--- src/rtl/peripheral_7seg_scan.sv ---
// peripheral_7seg_scan: memory-mapped multiplexed 7-segment display driver.
// The CPU writes packed BCD digits into a shadow buffer; the shadow is copied
// into the displayed buffer only at a frame boundary, so a frame never tears.
// Features: leading-zero blanking, minus glyph, decimal point, PWM brightness.
module peripheral_7seg_scan #(
  parameter int CLK_FREQ       = 50000000,
  parameter int REFRESH_HZ     = 1000,
  parameter int NDIG           = 8,
  parameter bit SEG_ACTIVE_LOW = 1'b1
) (
  input  logic            clk,
  input  logic            resetn,
  input  logic [31:0]     d_in,
  input  logic            cs,
  input  logic [4:0]      addr,
  input  logic            rd,
  input  logic            wr,
  output logic [31:0]     d_out,
  output logic [6:0]      seg,
  output logic            dp,
  output logic [NDIG-1:0] an
);

  localparam int P  = CLK_FREQ / (REFRESH_HZ * NDIG);
  localparam int PW = (P > 1) ? $clog2(P) : 1;
  localparam int DW = 4 * NDIG;
  localparam logic [PW-1:0] P_LAST    = PW'(P - 1);
  localparam logic [2:0]    SCAN_LAST = 3'(NDIG - 1);

  localparam logic [4:0] ADDR_DIGITS = 5'h00;
  localparam logic [4:0] ADDR_CTRL   = 5'h04;
  localparam logic [4:0] ADDR_BRIGHT = 5'h08;
  localparam logic [4:0] ADDR_STATUS = 5'h0C;

  // Inactive output levels; XOR-ing an active-high value with these yields the pin level.
  localparam logic [6:0]      SEG_OFF = SEG_ACTIVE_LOW ? 7'h7F : 7'h00;
  localparam logic            DP_OFF  = SEG_ACTIVE_LOW;
  localparam logic [NDIG-1:0] AN_OFF  = {NDIG{SEG_ACTIVE_LOW}};

  logic [DW-1:0]   shadow_reg, active_reg;
  logic            pending_reg;
  logic            enable_reg, lzb_reg, dp_en_reg;
  logic [2:0]      dp_pos_reg;
  logic [3:0]      bright_reg;
  logic [PW-1:0]   presc_reg;
  logic [2:0]      scan_reg;
  logic [3:0]      pwm_reg;
  logic [15:0]     frame_reg;
  logic [31:0]     d_out_reg;
  logic [6:0]      seg_reg;
  logic            dp_reg;
  logic [NDIG-1:0] an_reg;

  logic [31:0]     rd_data_next;
  logic [6:0]      seg_next;
  logic            dp_next;
  logic [NDIG-1:0] an_next;

  logic            slot_end, frame_wrap;
  logic            wr_en, wr_digits;
  logic [3:0]      nib [NDIG];
  logic [NDIG-1:0] an_onehot;
  logic [NDIG-1:0] blank;
  logic [NDIG:1]   lz;

  assign slot_end   = (presc_reg == P_LAST);
  assign frame_wrap = slot_end && (scan_reg == SCAN_LAST);
  assign wr_en      = cs && wr;
  assign wr_digits  = wr_en && (addr == ADDR_DIGITS);

  // Per-digit nibble view of the displayed buffer and one-hot anode select.
  for (genvar gi = 0; gi < NDIG; gi++) begin : g_digit
    assign nib[gi]       = active_reg[gi*4 +: 4];
    assign an_onehot[gi] = (scan_reg == 3'(gi));
  end

  // lz[i]: digits NDIG-1 down to i are all zero; digit 0 is never blanked.
  assign lz[NDIG] = 1'b1;
  assign blank[0] = 1'b0;
  for (genvar gi = 1; gi < NDIG; gi++) begin : g_blank
    assign lz[gi]    = lz[gi+1] && (nib[gi] == 4'd0);
    assign blank[gi] = lzb_reg && lz[gi];
  end

  function automatic logic [6:0] glyph(input logic [3:0] v);
    case (v)
      4'h0: glyph = 7'h3F;
      4'h1: glyph = 7'h06;
      4'h2: glyph = 7'h5B;
      4'h3: glyph = 7'h4F;
      4'h4: glyph = 7'h66;
      4'h5: glyph = 7'h6D;
      4'h6: glyph = 7'h7D;
      4'h7: glyph = 7'h07;
      4'h8: glyph = 7'h7F;
      4'h9: glyph = 7'h6F;
      4'hA: glyph = 7'h40;
      default: glyph = 7'h00;
    endcase
  endfunction

  // Read-data mux for the register map; unmapped offsets return zero.
  always_comb begin
    rd_data_next = 32'd0;
    case (addr)
      ADDR_DIGITS: rd_data_next = 32'(shadow_reg);
      ADDR_CTRL:   rd_data_next = {20'd0, dp_en_reg, dp_pos_reg, 6'd0, lzb_reg, enable_reg};
      ADDR_BRIGHT: rd_data_next = {28'd0, bright_reg};
      ADDR_STATUS: rd_data_next = {frame_reg, 9'd0, scan_reg, 3'd0, pending_reg};
      default:     rd_data_next = 32'd0;
    endcase
  end

  // Bus registers, shadow/active double buffer and the registered read port.
  always_ff @(posedge clk or negedge resetn) begin
    if (!resetn) begin
      shadow_reg  <= '0;
      active_reg  <= '0;
      pending_reg <= 1'b0;
      enable_reg  <= 1'b1;
      lzb_reg     <= 1'b0;
      dp_pos_reg  <= 3'd0;
      dp_en_reg   <= 1'b0;
      bright_reg  <= 4'hF;
      d_out_reg   <= 32'd0;
    end else begin
      // A write on the boundary cycle still commits the previous shadow value.
      if (frame_wrap && pending_reg)
        active_reg <= shadow_reg;
      if (wr_digits) begin
        shadow_reg  <= d_in[DW-1:0];
        pending_reg <= 1'b1;
      end else if (frame_wrap) begin
        pending_reg <= 1'b0;
      end
      if (wr_en && (addr == ADDR_CTRL)) begin
        enable_reg <= d_in[0];
        lzb_reg    <= d_in[1];
        dp_pos_reg <= d_in[10:8];
        dp_en_reg  <= d_in[11];
      end
      if (wr_en && (addr == ADDR_BRIGHT))
        bright_reg <= d_in[3:0];
      if (cs && rd)
        d_out_reg <= rd_data_next;
    end
  end

  // Slot prescaler, scan index, PWM phase and frame counter.
  always_ff @(posedge clk or negedge resetn) begin
    if (!resetn) begin
      presc_reg <= '0;
      scan_reg  <= 3'd0;
      pwm_reg   <= 4'd0;
      frame_reg <= 16'd0;
    end else begin
      presc_reg <= slot_end ? '0 : presc_reg + 1'b1;
      if (slot_end)
        scan_reg <= frame_wrap ? 3'd0 : scan_reg + 3'd1;
      pwm_reg <= pwm_reg + 4'd1;
      if (frame_wrap)
        frame_reg <= frame_reg + 16'd1;
    end
  end

  // Active-high display value for the current slot, then mapped to pin polarity.
  always_comb begin
    seg_next = SEG_OFF;
    dp_next  = DP_OFF;
    an_next  = AN_OFF;
    if (enable_reg) begin
      seg_next = (blank[scan_reg] ? 7'h00 : glyph(nib[scan_reg])) ^ SEG_OFF;
      dp_next  = (dp_en_reg && (scan_reg == dp_pos_reg)) ^ DP_OFF;
      if (pwm_reg <= bright_reg)
        an_next = an_onehot ^ AN_OFF;
    end
  end

  // Output registers: pins are glitch-free and one cycle behind the scan state.
  always_ff @(posedge clk or negedge resetn) begin
    if (!resetn) begin
      seg_reg <= SEG_OFF;
      dp_reg  <= DP_OFF;
      an_reg  <= AN_OFF;
    end else begin
      seg_reg <= seg_next;
      dp_reg  <= dp_next;
      an_reg  <= an_next;
    end
  end

  assign d_out = d_out_reg;
  assign seg   = seg_reg;
  assign dp    = dp_reg;
  assign an    = an_reg;

endmodule

--- config.mk ---
export PLATFORM = sky130hd
export DESIGN_NAME = peripheral_7seg_scan
export DESIGN_NICKNAME = d
export VERILOG_FILES = /design/src/rtl/peripheral_7seg_scan.sv
export SDC_FILE = /design/constraint.sdc
export NUM_CORES = 1
export LEC_CHECK = 0
export CAP_MARGIN = 25
export CORE_ASPECT_RATIO = 1.4
export CORE_MARGIN = 3
export CORE_UTILIZATION = 55
export CTS_BUF_LIST = sky130_fd_sc_hd__clkbuf_8 sky130_fd_sc_hd__clkbuf_16
export CTS_CLUSTER_SIZE = 25
export DETAILED_ROUTE_END_ITERATION = 10
export MAX_ROUTING_LAYER = met4
export PLACE_DENSITY = 0.83
export SLEW_MARGIN = 5
export SYNTH_ARGS = -nofsm -noshare
export SYNTH_HDL_FRONTEND = slang
export SYNTH_SLANG_ARGS = --single-unit
--- constraint.sdc ---
create_clock -name clk -period 2.8 [get_ports clk]
set_clock_uncertainty 0.05 [all_clocks]
set_input_delay 0.42 -clock clk [delete_from_list [all_inputs] [get_ports clk]]
set_output_delay 0.42 -clock clk [all_outputs]
set_load 0.03 [all_outputs]
After elaboration in Yosys (flattened, before gate mapping). Memories as Yosys holds them, arrays and structs flattened. Cells that the tools add are included.

ROM bits: 112. Word-level logic and storage cells: 87. Input bits: 42. Memories kept: 1. Register bits: 159. Latch bits: 0. Bits in writable memories: 0. Output and inout port bits: 48.

Memories: (no name shown) (words 16, width 7, rd ports 1, clocked after memory_dff 0, wr ports 0, RTL line 86) `case (v)`.

Shift-type cells: 0. Divide/modulo/power cells: 0. Muxes and demuxes: 16. Reduce and logical (&&, ||, !) cells: 31. Equal/unequal tests: 12. Magnitude comparators: 3. $mul: 0. Bitwise logic cells: 4. Add/sub/neg operators: 4.

Operators with widths (number): $pmux W32 S4 (1); $logic_not A4 Y1 (7); $logic_and A1 B1 Y1 (21); $mux W7 (3); $add A16 B1 Y16 const B (1); $mux W8 (2); $add A13 B1 Y13 const B (1); $eq A13 B13 Y1 const B (1); $mux W13 (1); $bmux W4 S3 (1); $eq A3 B3 Y1 const B (4); $eq A5 B4 Y1 const B (2); $mux W4 (2); $not A8 Y8 (1); $not A7 Y7 (1); $eq A3 B2 Y1 const B (2); $eq A5 B3 Y1 const B (1); $logic_not A5 Y1 (1); $add A4 B1 Y4 const B (1); $ge A4 B4 Y1 const B (1); $le A4 B4 Y1 (1); $lt A3 B4 Y1 const B (1); $mux W1 (4); $not A3 Y4 (1); other kinds (8) (8).

Logic depth before layout (Yosys ltp).
Word-level depth: 13. Mapped depth: 10.

Least setup slack after synthesis. No wires, ideal clock.

Kind: register -> register. From: reg scan_reg[0]. To: reg seg_reg[5], in the netlist seg[5]. Arrival time: 2.253 ns. Library setup time: 0.089 ns. Stages on the path, launching flop included: 10. Buffers on the path: 2. Setup slack: 0.408 ns. Period minus slack after synthesis: 2.392 ns. Data required time: 2.661 ns. Path through: dfrtp_1 > buf_4 > buf_6 > mux4_2 > mux2i_1 > inv_1 > ha_1 > or2_2 > a21oi_1 > o21ai_0.

Word-level cells in the longest chain between the ends: 9.

RTL lines: from (decl) (RTL line 46) `logic [2:0] scan_reg;`; from (signal assigned) (RTL line 159) `scan_reg <= frame_wrap ? 3'd0 : scan_reg + 3'd1;`; $not A3 Y4 (not written as such) (RTL line 172) `seg_next = (blank[scan_reg] ? 7'h00 : glyph(nib[scan_reg])) ^ SEG_OFF;`; $bmux W4 S3 (RTL line 172); $mux W4 (not written as such) (2 in series) (RTL line 172); $mem_v2 Z16 W7; $mux W7 (RTL line 171) `if (enable_reg) begin`; $mux W7 * (RTL line 172); $not A7 Y7 (no line) *; $mux W7 * (RTL line 171); via seg_next[5] (RTL line 55) `logic [6:0] seg_next;`; to (signal assigned) (RTL line 186) `seg_reg <= seg_next;`; to (decl) (RTL line 50) `logic [6:0] seg_reg;`.

The timed path passes the listed nets; every way through them passes the cells marked *. The select of a mux whose other input is x is not followed. A chain may end at the register's enable or synchronous reset.

Final worst setup path.
From: reg presc_reg[8]. To: reg frame_reg[14].

Word-level cells in the longest chain between the ends: 2.

RTL lines: from (decl) (RTL line 45) `logic [PW-1:0] presc_reg;`; from (signal assigned) (RTL line 157) `presc_reg <= slot_end ? '0 : presc_reg + 1'b1;`; $eq A13 B13 Y1 (RTL line 66) `assign slot_end = (presc_reg == P_LAST);`; $logic_and A1 B1 Y1 (RTL line 67) `assign frame_wrap = slot_end && (scan_reg == SCAN_LAST);`; to (signal assigned) (RTL line 162) `frame_reg <= frame_reg + 16'd1;`; to (decl) (RTL line 48) `logic [15:0] frame_reg;`.

Every way passes these cells.

==> flow_summary.yaml <==
pwr:
  power_mw: 5.48
  switch_pwr_mw: 1.20
  switching_share_pct: 21.9
  clock_power_share_pct: 48.0
  cell_internal_pwr_mw: 4.28
  seq_power_share_pct: 45.8
  power.density_mw_per_mm2: 618
  pwr-share-comb_pct: 6.2
  peakVddDrop_v: 0.000545
  static_leakage_nw: 4.05
setup_path:
  criticalPathCategory: "register to register"
  cp_top_family: "simple AND/OR/NAND/NOR gates"
  cp_data_arrival_time_ps: 2630
  slowest_stage_cell_crit_path: "sky130_fd_sc_hd__or4b_4"
  worstPathCellList: "or4b_4 -> or4_1 -> or3_4 -> nor2_1 -> xnor2_1"
  required_arrival_time_at_the_worst_endpoint_ps: 3100
  endpoint_kind: "register"
  critPathLaunchType: "register"
  critical_path.max_fanout: 5
  reg2regPathDepth: 5
  worstReg2RegEnd: "frame_reg[14]"
  rr_startpoint: "presc_reg[8]"
  setup.reg_to_reg.worst_slack_ps: 470
  cpPeakStageDelay_ps: 570
  worst_path_buf_inv: 0
placed_design:
  port_buffers: 89
  setup_slack_at_placement_ps: 313
  dpl.hpwl_um: 11700
  place_inst: 803
  place_area_sq_mm: 0.00818
  gp_congestion: 0.862
synth:
  synth_flop_cell: "sky130_fd_sc_hd__dfrtp_1"
  synth_fp_nets: 632
  synth.yosys.seq_area_share_pct: 56.9
  syn_area_sq_mm: 0.00703
  number_of_enable_type_register_cells_in_the_synthesized_netlist: 0
  synth_simple_gate_area_share_pct: 10.1
  synthMuxAreaShare_pct: 15.4
  synth_area_leaders: "sky130_fd_sc_hd__dfrtp_1 (49%), sky130_fd_sc_hd__mux2_2 (12%), sky130_fd_sc_hd__dfstp_2 (7.8%)"
  async_set_or_reset_flop_fraction_in_the_synthesized_netlist_pct: 100
  netlist.area_leader.share_pct: 49.1
  syn-instance-count: 571
  synth_cell_type_count: 48
  synth_warnings: 0
  largest_family_of_logic_cells_by_synthesized_area: "multiplexers"
  synth_xor_xnor_area_share_pct: 3.86
  top_cell_type_by_total_area_after_synthesis: "sky130_fd_sc_hd__dfrtp_1"
  post_synth.cell_area_avg_sq_um: 12.3
  synth.ff_latch_count: 159
  synth_adder_area_share_pct: 3.38
  synth_compound_gate_area_share_pct: 7.76
run:
  drv.max_cap_violation_count: 0
cells_and_area:
  layout-drive-gt1-share_pct: 24.5
  antenna-diode-count: 0
  mostFrequentLayoutCell: "sky130_fd_sc_hd__dfrtp_1"
  area.growth.synth_to_final_pct: 26.1
  layout.core_utilization_pct: 71.4
  num-nets-final: 734
  finalNonFillerCells: 836
  final_design_area_no_fill_sq_mm: 0.00887
  filler_cell_count: 822
  leading_cell_types_in_the_layout_fill_and_taps_excluded: "sky130_fd_sc_hd__dfrtp_1 (138), sky130_fd_sc_hd__clkdlybuf4s50_1 (88), sky130_fd_sc_hd__mux2_2 (74)"
global_routing:
  gr-usage-all-layers_pct: 26.1
  vias_in_the_first_global_route: 5379
  grt_start_max_net_pins: 60
  antenna_found_initial: 0
  overflow: 0
  grt_pass1_wl_um: 27500
cts:
  clk_latency_ps: 430
  clock_tree.buffer_depth: 2
  cts_tree: "yes"
  cts.reportedPaths.clkPinSlew_ps: 60
  clock-sinks: 159
  cts_root_buf: "sky130_fd_sc_hd__clkbuf_16"
  number_of_cts_inserted_buffers: 17
  htreeDepth: 4
  cts.repair_timing.setup_buffer_count: 0
timing:
  hold_violations: 0
  timing.hold.ws_ps: 425
  rsz_0062_raised_after_global_routing: "false"
  fmaxAchievable_mhz: 428
  setup-violations-final: 0
  final.period_utilization_pct: 83.4
  tightestPinTransition_ps: 656
  slew_violations: 0
  setup_total_negative_slack_ps: 0
  final_period_minus_worst_setup_slack_ps: 2330
  setup_ws_ps: 465
  maxSlewHeadroom_pct: 56.1
worst_hold_path:
  holdCritPathClass: "register to register"
  worst_hold_path.endpoint: "d_out[5]"
  hold_path_depth: 2
  holdCritStartpoint: "d_out[5]"
outcome:
  run_status: "finished, final reports clean"
drt:
  routed_wirelength_um: 16900
  met2RoutedLength_um: 8960
  detail_route.iter0.violations: 306
  wirelength_met1_um: 6460
  final_antenna_net_count: 0
  routed_wire_length_per_instance_um: 20.2
  detail_route.drc_violations: 0
  met3WireLength_um: 865
  route.top_layer_used: "met4"
  detailedRoute.firstPassIterationCount: 4
  vias_after_detailed_routing: 4969
  avgViaCountPerCell: 5.94
floorplan:
  io-pin-count: 90
  initial_core_util_pct: 56.6
  fp-row-count: 48
  die-area_sq_mm: 0.0142
  core-area_sq_mm: 0.0124
  floorplan.die.height_um: 140
  overall_die_width_um: 102
what timing repair did:
item	4_1_cts	5_1_grt
endpoints found under the hold margin	31	0
gates resized for setup	0	0
hold buffers	1	0
layer usage:
metal	GRT usage, %	vias to the layer above
met5	-	-
met4	11.7	0
met3	4.86	47
met2	43.4	159
met1	30.4	2521
li1	-	2242
cell families after synthesis:
group,count (synthesis)
AOI/OAI and AO/OA,89
muxes,89
xor gates and xnor gates,31
DFF,159
adders and majority gates,19
buffers and inverters,42
and+or+nand+nor,142
how the worst max path moves through the flow:
stage | startpoint | endpoint | slack [ps] | depth (start not counted)
finish | presc_reg[8] | frame_reg[14] | 470 | 5
global route | scan_reg[0] | seg[5] | 330 | 8
floorplan | scan_reg[0] | seg[5] | 410 | 9
global placement | addr[1] | shadow_reg[6] | 360 | 6
CTS | presc_reg[8] | frame_reg[14] | 470 | 5
detailed placement | addr[1] | shadow_reg[20] | 310 | 6
cell type report:
cell class,count,area [sq um],share of cell area (%)
sequential,159,4010,45.1
multi-input combinational,370,2860,32.2
timing repair buffer,110,1090,12.3
clock buffer,18,439,4.95
clock inverter,14,238,2.68
tap,150,188,2.12
inverter,15,56.3,0.635
tightest hold or removal path, delay by kind of cell, from the launching register on:
family             cells  cell delay [ps]
DFF                    1              340
and+or+nand+nor        1               40
AOI/OAI and AO/OA      1               60
Yosys cell counts, types with 2 or more instances:
cell type                  number
sky130_fd_sc_hd__and3_1         8
sky130_fd_sc_hd__inv_1         14
sky130_fd_sc_hd__ha_1          19
sky130_fd_sc_hd__clkbuf_1      17
sky130_fd_sc_hd__mux2i_1        7
sky130_fd_sc_hd__xor2_1        17
sky130_fd_sc_hd__or3_1          2
sky130_fd_sc_hd__nor3_1         6
sky130_fd_sc_hd__buf_2          8
sky130_fd_sc_hd__and3_2         3
sky130_fd_sc_hd__a22oi_1       28
sky130_fd_sc_hd__xnor2_1       14
sky130_fd_sc_hd__nand4_1       12
sky130_fd_sc_hd__or4_1          2
sky130_fd_sc_hd__o21a_1         2
sky130_fd_sc_hd__a21oi_1        5
sky130_fd_sc_hd__a31oi_1        2
sky130_fd_sc_hd__or2_2          2
sky130_fd_sc_hd__dfstp_2       21
sky130_fd_sc_hd__nand3_1       15
sky130_fd_sc_hd__mux4_2         8
sky130_fd_sc_hd__mux2_2        74
sky130_fd_sc_hd__nor4_1         6
sky130_fd_sc_hd__nor2_1        21
sky130_fd_sc_hd__dfrtp_1      138
sky130_fd_sc_hd__nand2_1       54
sky130_fd_sc_hd__o21ai_0       45
power by group through the flow:
stage,clock network [mW],logic (mW),registers (mW)
floorplan,0,0.130,2.54
global placement,0,0.326,2.54
detailed placement,0,0.340,2.55
CTS,2.66,0.345,2.51
global route,2.75,0.370,2.52
finish,2.63,0.341,2.51
Note: power is estimated with default switching activity, not from simulation.
